<file path="config.mk">
export PLATFORM = sky130hd
export DESIGN_NAME = instr_prefetch
export DESIGN_NICKNAME = d
export VERILOG_FILES = /design/src/rtl/instr_prefetch.sv
export SDC_FILE = /design/constraint.sdc
export NUM_CORES = 1
export LEC_CHECK = 0
export ABC_AREA = 0
export CAP_MARGIN = 40
export CELL_PAD_IN_SITES_DETAIL_PLACEMENT = 0
export CELL_PAD_IN_SITES_GLOBAL_PLACEMENT = 2
export CORE_MARGIN = 1
export CORE_UTILIZATION = 30
export DETAILED_ROUTE_END_ITERATION = 16
export PLACE_DENSITY_LB_ADDON = 0.05
export SETUP_SLACK_MARGIN = 0.4
export SLEW_MARGIN = 20
export SYNTH_ARGS = -nofsm -noshare
export SYNTH_HDL_FRONTEND = slang
export SYNTH_SLANG_ARGS = --single-unit
</file>
<file path="constraint.sdc">
create_clock -name clk -period 2.7 [get_ports clk]
set_input_delay 0.81 -clock clk [delete_from_list [all_inputs] [get_ports clk]]
set_output_delay 0.81 -clock clk [all_outputs]
set_load 0.005 [all_outputs]
</file>
<file path="src/rtl/instr_prefetch.sv">
// Instruction prefetch buffer: keeps one memory read in flight and queues fetched
// {instr, pc} pairs in a small FIFO, flushing everything on a fetch-stream redirect.
module instr_prefetch #(
    parameter int          DEPTH    = 4,
    parameter logic [15:0] RESET_PC = 16'h0000
) (
    input  logic        clk,
    input  logic        reset,
    input  logic        redirect,
    input  logic [15:0] redirect_pc,
    output logic        mem_req,
    output logic [15:0] mem_addr,
    input  logic        mem_ack,
    input  logic [15:0] mem_rdata,
    output logic        instr_valid,
    output logic [15:0] instr,
    output logic [15:0] instr_pc,
    input  logic        instr_ready,
    output logic [1:0]  fsmState
);
    localparam int PW = $clog2(DEPTH);
    localparam int CW = PW + 1;
    localparam logic [CW-1:0] FULL_COUNT = CW'(DEPTH);
    localparam logic [CW-1:0] LAST_FREE  = CW'(DEPTH - 1);

    localparam logic [1:0] FETCH   = 2'd0;
    localparam logic [1:0] WAIT    = 2'd1;
    localparam logic [1:0] DISCARD = 2'd2;

    logic [1:0]    state;
    logic [15:0]   fetchPc;
    logic [15:0]   reqAddr;
    logic [CW-1:0] count;
    logic [PW-1:0] wrPtr;
    logic [PW-1:0] rdPtr;
    logic [15:0]   instrMem [DEPTH];
    logic [15:0]   pcMem    [DEPTH];
    logic          pop;
    logic          push;

    // Handshakes: a word is consumed on an edge where instr_valid && instr_ready
    // and no redirect; a memory word is accepted on an edge where mem_req && mem_ack.
    assign pop  = instr_valid && instr_ready && !redirect;
    assign push = (state == WAIT) && mem_ack && !redirect;

    always_ff @(posedge clk or posedge reset) begin
        if (reset) begin
            state   <= FETCH;
            fetchPc <= RESET_PC;
            reqAddr <= RESET_PC;
            count   <= '0;
            wrPtr   <= '0;
            rdPtr   <= '0;
        end else begin
            if (redirect) begin
                count   <= '0;
                wrPtr   <= '0;
                rdPtr   <= '0;
                fetchPc <= redirect_pc;
            end else begin
                count <= count + CW'(push) - CW'(pop);
                if (push) wrPtr <= wrPtr + 1'b1;
                if (pop)  rdPtr <= rdPtr + 1'b1;
            end

            case (state)
                FETCH: begin
                    // Issue only if the returning word is guaranteed a free slot.
                    if (!redirect && ((count != FULL_COUNT) || pop)) begin
                        state   <= WAIT;
                        reqAddr <= fetchPc;
                        fetchPc <= fetchPc + 16'd4;
                    end
                end
                WAIT: begin
                    if (redirect) begin
                        state <= mem_ack ? FETCH : DISCARD;
                    end else if (mem_ack) begin
                        if ((count != LAST_FREE) || pop) begin
                            reqAddr <= fetchPc;
                            fetchPc <= fetchPc + 16'd4;
                        end else begin
                            state <= FETCH;
                        end
                    end
                end
                DISCARD: begin
                    // The stale request must still complete before a new one can go out.
                    if (mem_ack) state <= FETCH;
                end
                default: state <= FETCH;
            endcase
        end
    end

    always_ff @(posedge clk) begin
        if (push) begin
            instrMem[wrPtr] <= mem_rdata;
            pcMem[wrPtr]    <= reqAddr;
        end
    end

    assign mem_req     = (state == WAIT) || (state == DISCARD);
    assign mem_addr    = reqAddr;
    assign instr_valid = (count != '0);
    assign instr       = instr_valid ? instrMem[rdPtr] : 16'h0000;
    assign instr_pc    = instr_valid ? pcMem[rdPtr] : 16'h0000;
    assign fsmState    = state;
endmodule

</file>
==> impl_results.rst <==
.. list-table::
   :header-rows: 1

   * - Metric
     - Value
   * - Outcome
     - finished, violations left
   * - Failing checks
     - negative setup slack
   * - Clock group share of total power
     - a little under a quarter
   * - Area occupied by multi-input gates
     - ~2300 sq um
   * - Kind of start point of the critical path
     - flip-flop
   * - Die width
     - about 160 microns
   * - Final max-slew violation count
     - 0
   * - Buffers added on ports
     - 88
   * - Number of distinct library cell variants in the gate-level netlist after synthesis
     - between 50 and 60
   * - Worst setup margin
     - -128 ps
   * - Combined global-route utilization of all metal layers
     - 14.6%
   * - RSZ-0062 raised after global routing
     - yes
   * - Final clock period utilization by the worst path
     - 105%
   * - Number of nets produced by synthesis
     - about 480
   * - Number of design-rule violations left by the first detailed-router iteration
     - roughly 220
   * - Final worst path period need
     - around 2800 ps
   * - Register area
     - 4870 sq um
   * - Normalized max-slew margin
     - ~67%
   * - Total of warnings raised by yosys
     - 0
   * - Drt wl/cell
     - 18.2 microns
   * - Relative area change from synthesis to final layout
     - 38.7%
   * - Worst slack at placement
     - ~0.73 ps
   * - Root Driver
     - clkbuf_16
   * - Hpwl dp
     - between 10 and 15 mm
   * - Flop pwr share
     - a little over a third
   * - Cells on worst reg2reg path
     - 10
   * - Worst Skew
     - approximately 12 ps
   * - Antenna violations before repair
     - 0
   * - Num CTS Buffers
     - 17
   * - Hold-critical path depth
     - 1
   * - Internal power contribution
     - approximately 7200 uW
   * - Placer's final routability congestion estimate
     - slightly below 0.8
   * - Diode insertion count for antenna repair
     - 0
   * - Via count of the first global-routing pass
     - around 4500
   * - Synthesized-area fraction occupied by ao, oa, aoi and oai cells
     - 4.74%
   * - Final #Nets
     - ~630
   * - Start point of the worst hold path
     - fetchPc[0]
   * - Fraction of synthesized cell area in xor and xnor cells
     - under 10%
   * - Total net switching power
     - slightly above 3000 uW
   * - Required time of the critical path
     - around 1900 ps
   * - Power per cell area
     - approximately 1000 nW/um^2
   * - Clk sinks
     - between 150 and 200
   * - Reported max-cap violation count
     - 0
   * - Nature of the critical path endpoint
     - primary output
   * - Critical-path maximum fanout
     - 3
   * - H-tree depth reported by CTS
     - 4
   * - End of the worst register-to-register path
     - count[2]
   * - Highest clock rate
     - between 300 and 400 MHz
   * - Worst hold path class
     - reg -> reg
   * - Die area
     - about 25000 sq um
   * - Simple logic cell fraction of the synthesized area
     - a little under 9%
   * - Initial Utilization
     - a little under a third
   * - Worst Hold End
     - mem_addr[0]
   * - Worst reg2reg setup slack
     - 600 ps
   * - Fraction of layout instances using a drive strength above 1
     - 37.8%
   * - Gate power share
     - approximately two fifths
   * - First-pass GRT wire length
     - between 20 and 30 mm
   * - Antenna viol nets, final
     - 0
   * - Sequential fraction of the synthesis area
     - roughly 68%
   * - Category of the most critical setup path
     - reg -> out
   * - Core area
     - about 24000 sq um
   * - Drt pass-1 iters
     - 4
   * - Multiplexer fraction of the synthesized cell area
     - ~14%
   * - Number of flops mapped to enable cells by yosys
     - around 130
   * - Filler instances
     - 2193
   * - Maximum vdd ir drop
     - just over 0.4 mV
   * - Fin util
     - between 40% and 50%
   * - Drc violations
     - 0
   * - Leak Pwr
     - 0.00366 uW
   * - Cts-stage hold buffer count
     - 0
   * - Netlist area before placement
     - just over 7000 sq um
   * - Highest metal used
     - met4
   * - Post-synthesis async set-or-reset flop share
     - about 24%
   * - Vertical die dimension
     - about 160 microns
   * - Largest net degree at the start of global routing
     - 42
   * - Total met2 wirelength after detailed routing
     - approximately 8.3 mm
   * - Via Count
     - 4302
   * - Overflow left after global routing
     - 0
   * - Clock slew at the register clock pins of the worst setup and hold paths
     - 70 ps
   * - Flip-flop cell with the highest count after synthesis
     - edfxtp_1
   * - Per-instance average area after synthesis
     - 16.8 sq um
   * - Insertion delay to the later sink of the worst-skew pair
     - 420 ps
   * - #FFs+latches synth
     - around 170
   * - Fin. Hold Viols
     - 0
   * - Launch point of the worst reg-to-reg path
     - count[2]
   * - Total number of placement rows
     - between 50 and 60
   * - Switching share of power
     - around 30%
   * - Number of vias per cell after detailed routing
     - roughly 4.7
   * - Main combinational cell family by area after synthesis
     - multiplexers
   * - Number of I/O pins
     - just under 90
   * - Total wire length
     - between 15 and 20 mm
   * - Slew @ Worst Pin
     - a little under 500 ps
   * - Synthesized instance count
     - approximately 430
   * - Total routed wire length on the met1 layer
     - between 7 and 8 mm
   * - CTS tree
     - done
   * - Final setup violation count
     - 30
   * - Number of buffers on the longest clock path
     - 2
   * - CP Data Arrival Time
     - around 2000 ps
   * - Met3 routed wirelength
     - between 600 and 700 microns
   * - Post-synthesis share of cell area spent on full adders, half adders and majority gates
     - between 1.5 and 2%
-- state kept, by name (all words and copies together), names as in the netlist --
register	count
count	3
fetchPc	16
fsmState	2
instrMem	64
mem_addr	16
pcMem	64
rdPtr	2
wrPtr	2
-- worst max-delay path by stage --
stage,startpoint,end,cells after the start
3_3_place_gp,instr_ready,fetchPc[12],7
6_report,rdPtr[0],instr_pc[8],7
4_1_cts,rdPtr[0],instr[0],7
2_1_floorplan,redirect,count[2],10
5_1_grt,rdPtr[0],instr_pc[8],7
3_5_place_dp,mem_ack,count[2],10
-- timing repair --
| item | 4_1_cts | 5_1_grt |
|---|---|---|
| buffers inserted | 26 | 5 |
| pin swaps | 18 | 2 |
| gates cloned | 2 | 0 |
| resized for setup | 193 | 26 |
| hold endpoints to repair | 0 | 0 |
| setup endpoints to repair | 34 | 37 |
-- critical path: stages, from the launching register on --
cell     delay, ps
dfrtp_2        430
buf_6          120
buf_12         120
buf_8          120
buf_12         120
mux4_2         410
and2_4         170
buf_6          110
-- layout make-up --
type / instances / share of cell area (%)
Multi-Input combinational cell: 226 / 22.8
Clock inverter: 13 / 1.38
Sequential cell: 169 / 48.7
Inverter: 14 / 0.525
Timing Repair Buffer: 159 / 18.1
Tap cell: 319 / 3.99
Clock buffer: 19 / 4.43
-- Yosys cell counts, types with 4 or more instances --
cell | count | share of area (%)
nand4_1 | 4 | 0.35
inv_1 | 14 | 0.73
dfrtp_1 | 41 | 14
and2_1 | 33 | 2.9
buf_2 | 7 | 0.49
xor2_1 | 6 | 0.73
nand2_1 | 9 | 0.47
a32oi_1 | 5 | 0.61
ha_1 | 9 | 1.6
and3_1 | 7 | 0.61
a211oi_1 | 6 | 0.62
nor2b_1 | 4 | 0.35
edfxtp_1 | 128 | 53
mux2_2 | 10 | 1.6
nand2b_1 | 6 | 0.52
mux2_1 | 12 | 1.9
mux4_2 | 32 | 10
nand3_1 | 10 | 0.69
clkbuf_1 | 12 | 0.62
xnor2_1 | 4 | 0.49
nor3b_1 | 4 | 0.42
nor2_1 | 9 | 0.47
o21ai_1 | 8 | 0.56
-- layer usage --
metal | global-route usage, % | vias to the layer above
li1 | - | 1992
met1 | 19.3 | 2212
met2 | 24.4 | 91
met3 | 3.11 | 7
met4 | 3.88 | 0
met5 | 0 | -
-- per-stage QoR --
step                      hold slack [ps]  total power, uW  instance area [sq um]  TNS (ps)  std cells
after floorplan                       454             5420                   7220         0        429
after global placement                476             7290                   8900         0        854
after detailed placement              472             7300                   8900         0        854
after CTS                             492            10400                   9890     -2560        914
after global routing                  510            10900                  10000     -4520        919
final                                 486            10300                  10000     -2110        919
-- cell families after synthesis --
| family | after synthesis |
|---|---|
| xor gates and xnor gates | 10 |
| AOI/OAI and AO/OA | 45 |
| DFF | 169 |
| adders and majority gates | 10 |
| buffers and inverters | 34 |
| muxes | 57 |
| and+or+nand+nor | 104 |
-- power groups by stage --
stage                     logic, uW  registers, uW  clock network, uW
after floorplan                1760           3660                  0
after global placement         3470           3810                  0
after detailed placement       3470           3830                  0
after CTS                      4170           3770               2420
after global routing           4590           3830               2530
final                          4230           3750               2360
-- cells in the final DEF (no fill, tap or decap), types with 8 or more instances in the layout --
master,instances
and2_4,27
buf_12,21
buf_4,28
buf_6,44
clkbuf_16,17
clkdlybuf4s50_1,52
dfrtp_1,37
edfxtp_1,128
ha_1,9
inv_1,14
mux2_1,12
mux2_2,10
mux4_2,32
nand3_1,10
nor2_1,9
o21ai_1,8
No activity file was read; power rests on OpenSTA's default activity.
==> edit 1, RTL diff (same flow settings) <==
`DEPTH`: 4 -> 8.
--- a/src/rtl/instr_prefetch.sv
+++ b/src/rtl/instr_prefetch.sv
@@ -3,3 +3,3 @@
 module instr_prefetch #(
-    parameter int          DEPTH    = 4,
+    parameter int          DEPTH    = 8,
     parameter logic [15:0] RESET_PC = 16'h0000
Check against the original RTL: no difference found for any inputs over 4 cycles, from zero or initial values and one cycle with reset high; that may be too few to reach the edited logic, so the function may still have changed.
==> edit 1 against the unedited design <==
  * The flow still finishes with violations (negative setup slack)
  * Area after synthesis is 68% higher
  * Clock skew is 0.0077 ns higher
  * Sequential cell count is 131 higher
  * Wire length is 90% higher
  * Worst hold slack better by 0.028 ns
  * Synthesized cell count is 49% higher
  * Final area is 63% higher
  * Worst setup slack worse by 0.28 ns
  * Power is 65% higher
  * Critical path type unchanged
  * Largest power group unchanged
==> edit 1: results <==
set metrics [dict create \
    synth_cell_types 49 \
    pre_cts_ws_ns -0.174 \
    skew_ns 0.0195 \
    async_flop_share 0.147 \
    crit_path_end "instr_pc[10]" \
    clock_latency_ns 0.51 \
    ys_top_cells_by_area "edfxtp_1 63%, mux4_2 12%, dfrtp_1 9.1%, mux2i_1 2.9%, nor2_1 1.7%" \
    synth-compound-area-share 0.0294 \
    tightest_slew_ns 0.365 \
    dp.cells 1287 \
    peakVddDrop_mv 0.418 \
    status "finished, violations left" \
    diodes 0 \
    cts_resized 193 \
    min_path_type "reg2reg" \
    drt_iter0_markers 361 \
    drive_gt1_frac 0.394 \
    synth.area.mux_share 0.164 \
    grt_max_degree 45 \
    holdCritStartpoint "fetchPc[1]$_DFFE_PP0P_" \
    fin_cells 1408 \
    cp_max_fo 7 \
    gp_congestion 0.692 \
    vias_per_cell 4.77 \
    antenna_found_initial 0 \
    reg_top3 "instrMem (128), pcMem (128)" \
    fin_ws_ns -0.407 \
    synth_edf_count 256 \
    violations "negative setup slack" \
    wire_per_inst_microns 22.6 \
    synth_area_per_cell_sq_um 18.9 \
    crit_start "rdPtr[0]$_DFFE_PP0P_" \
    r2r_slack_ns 0.44 \
    r2r-end "count[1]$_DFF_PP0_" \
    h-tree-depth 2 \
    hold_depth 1 \
    synth_nets 690 \
    synthXorXnorAreaFrac 0.00939 \
    clkSlewWorstSetupHoldPaths_ns 0.06 \
    critical_path.top_delay_family "multiplexers" \
    post_cts_buffers 50 \
    nNetsFinal 909 \
    min_to "fetchPc[1]$_DFFE_PP0P_" \
    grt_pass1_wl_mm 47.1 \
    synthAdderAreaFrac 0.0140 \
    rr_startpoint "count[2]$_DFF_PP0_" \
    grt_pass1_vias 7155 \
    worst_path_max_delay_cell "dfrtp_4" \
    crit_path_max_incr_delay_ns 0.53 \
    clockBufferDepth 3 \
    synth.yosys.seq_area_share 0.725 \
    fillers 3656 \
    post-dp-hpwl_mm 19.0 \
    worstPathArrival_ns 2.30 \
    grt_util_all_layers 0.157 \
    numCtsBuffers 36 \
    p_leak_nw 5.61 \
    setup_viol 32 \
    synthTopCellsByCount "256 x edfxtp_1, 64 x mux4_2, 54 x nor2_1" \
    r2r_cells 12 \
]
-- edit 1: cell count changes after synthesis, moves of 6 or more --
cell and change:
nor2_1 +45, mux4_2 +32, edfxtp_1 +128, mux2_2 +7
and3_1 -6, a21oi_1 +11, mux2_1 -12, and2_1 -32
mux2i_1 +32, o21ai_1 -8
-- edit 1: routing by layer --
metal | wire [microns] | vias up | global-route usage
met4 | 523 | 0 | 0.0373
met5 | 0 | - | 0
met1 | 14700 | 3536 | 0.215
met2 | 15400 | 132 | 0.260
li1 | - | 3008 | -
met3 | 1220 | 35 | 0.0276
-- edit 1: where the power goes --
group | switching (mW) | internal, mW | total [mW] | leakage, nW
registers | 0.459 | 5.74 | 6.20 | 2.84
clock network | 1.81 | 2.72 | 4.53 | 0.536
logic | 2.77 | 3.55 | 6.32 | 2.23
-- edit 1: through the flow --
| stage | area, sq um | setup TNS, ns | total power [mW] | hold slack (ns) |
|---|---|---|---|---|
| finish | 16300 | -10.51 | 17.0 | 0.514 |
| global route | 16300 | -13.50 | 17.9 | 0.527 |
| CTS | 16200 | -12.30 | 17.2 | 0.518 |
| detailed placement | 14400 | -10.66 | 11.4 | 0.506 |
| global placement | 14400 | -7.51 | 11.3 | 0.498 |
| floorplan | 12300 | 0 | 8.84 | 0.477 |
-- edit 1: kinds of logic after synthesis --
| family | count (synthesis) |
|---|---|
| adder cells (fa/ha/maj) | 13 |
| AO/OA/AOI/OAI | 48 |
| XOR/XNOR | 13 |
| multiplexers | 116 |
| buffers and inverters | 42 |
| flip-flops | 300 |
| AND/OR/NAND/NOR | 108 |
-- edit 1: area by class of cell --
cell class / count / area share
inverter: 12 / 0.00346
timing repair buffer: 211 / 0.143
sequential: 300 / 0.541
clock inverter: 13 / 0.00607
multi-input combinational: 298 / 0.204
clock buffer: 49 / 0.0621
tap: 525 / 0.0403
==> edit 2, RTL diff (config.mk and constraints unchanged) <==
Without the edit above. Reset style: synchronous (`reset`), changed in one clocked block.
--- a/src/rtl/instr_prefetch.sv
+++ b/src/rtl/instr_prefetch.sv
@@ -45,3 +45,3 @@
 
-    always_ff @(posedge clk or posedge reset) begin
+    always_ff @(posedge clk) begin
         if (reset) begin
Formal check against the unedited RTL: differs if reset is asserted again (counterexample within 4 cycles, from zero or initial values and one cycle with reset high); with reset held inactive, the same outputs for 4 cycles.
==> edit 2 against the unedited design <==
  * The flow still finishes with violations (negative setup slack)
  * Area after synthesis fell by 0.57%
  * Sequential cell count up 2
  * Worst setup slack better by 0.066 ns
  * Final area is 0.13% higher
  * Critical path depth is 1 lower
  * Wire length increased by 2.3%
  * Worst hold slack got worse by 0.027 ns
Power is not compared: it rests on default switching activity, and its combinational part moved more than twofold at a synthesized area within 25%.
==> edit 2: results <==
set metrics [dict create \
    drive_gt1_frac 0.377 \
    grt_util_all_layers 0.148 \
    critical_path.top_delay_family "multiplexers" \
    placed_area_sq_mm 0.00876 \
    drt_iter0_markers 188 \
    dr.pass1.iters 4 \
    cp_max_fo 7 \
    fin_ws_ns -0.0624 \
    holdCritStartpoint "fetchPc[0]$_SDFFE_PP0P_" \
    tns_ns -0.361 \
    worstPathArrival_ns 1.95 \
    synth_nets 521 \
    synthAdderAreaFrac 0.0185 \
    synth-compound-area-share 0.0579 \
    dp.cells 892 \
    synth_cell_types 53 \
    use_met1 0.190 \
    synth.area.mux_share 0.123 \
    async_flop_share 0 \
    rr_startpoint "count[2]$_SDFF_PP0_" \
    setup_viol 8 \
    wl_met3_microns 533 \
    violations "negative setup slack" \
    drt-total-wl_mm 17.1 \
    hold_ws_ns 0.460 \
    min_to "mem_addr[0]$_SDFFE_PP0P_" \
    route.met2.wl_mm 8.53 \
    grt_max_degree 33 \
    post-dp-hpwl_mm 10.8 \
    status "finished, violations left" \
    multiInputGateArea_sq_mm 0.00241 \
    crit_path_max_incr_delay_ns 0.48 \
    grt_pass1_vias 4505 \
    grt_pass1_wl_mm 26.2 \
    power.density_mw_per_mm2 596 \
    grt_util_met3 0.0260 \
    skew_ns 0.0131 \
    gp_congestion 0.748 \
    nNetsFinal 679 \
    fin_cells 964 \
    vias 4387 \
    grtUsageMet2 0.250 \
    pre_cts_ws_ns -0.160 \
    synthXorXnorAreaFrac 0.0195 \
    relSlewSlack 0.680 \
    synth.yosys.seq_area_share 0.656 \
    worst_path_max_delay_cell "mux4_2" \
    hold_depth 2 \
    fillers 2177 \
    synthTopCellsByCount "128 x edfxtp_1, 43 x dfxtp_1, 40 x nand2_1" \
]
## edit 2: area by class of cell
cell class	instances	share of cell area
inverter	11	0.00412
clock buffer	17	0.0425
sequential	171	0.472
multi-input combinational	266	0.241
clock inverter	15	0.0150
timing repair buffer	165	0.186
tap	319	0.0399
## edit 2: worst max-delay path by stage
stage	from	to	slack (ns)
after floorplan	redirect	count[2]$_SDFF_PP0_	0.33
after global placement	redirect	count[2]$_SDFF_PP0_	-0.14
after detailed placement	redirect	count[2]$_SDFF_PP0_	-0.16
after CTS	register	instr[10]	-0.11
after global routing	register	instr[10]	-0.14
final	register	instr[10]	-0.06
## edit 2: repair_timing
action,CTS,global route
setup endpoints to repair,38,42
buffers inserted,30,7
gates cloned,3,0
gates resized for setup,219,25
pin swaps,36,8
endpoints found under the hold margin,0,0
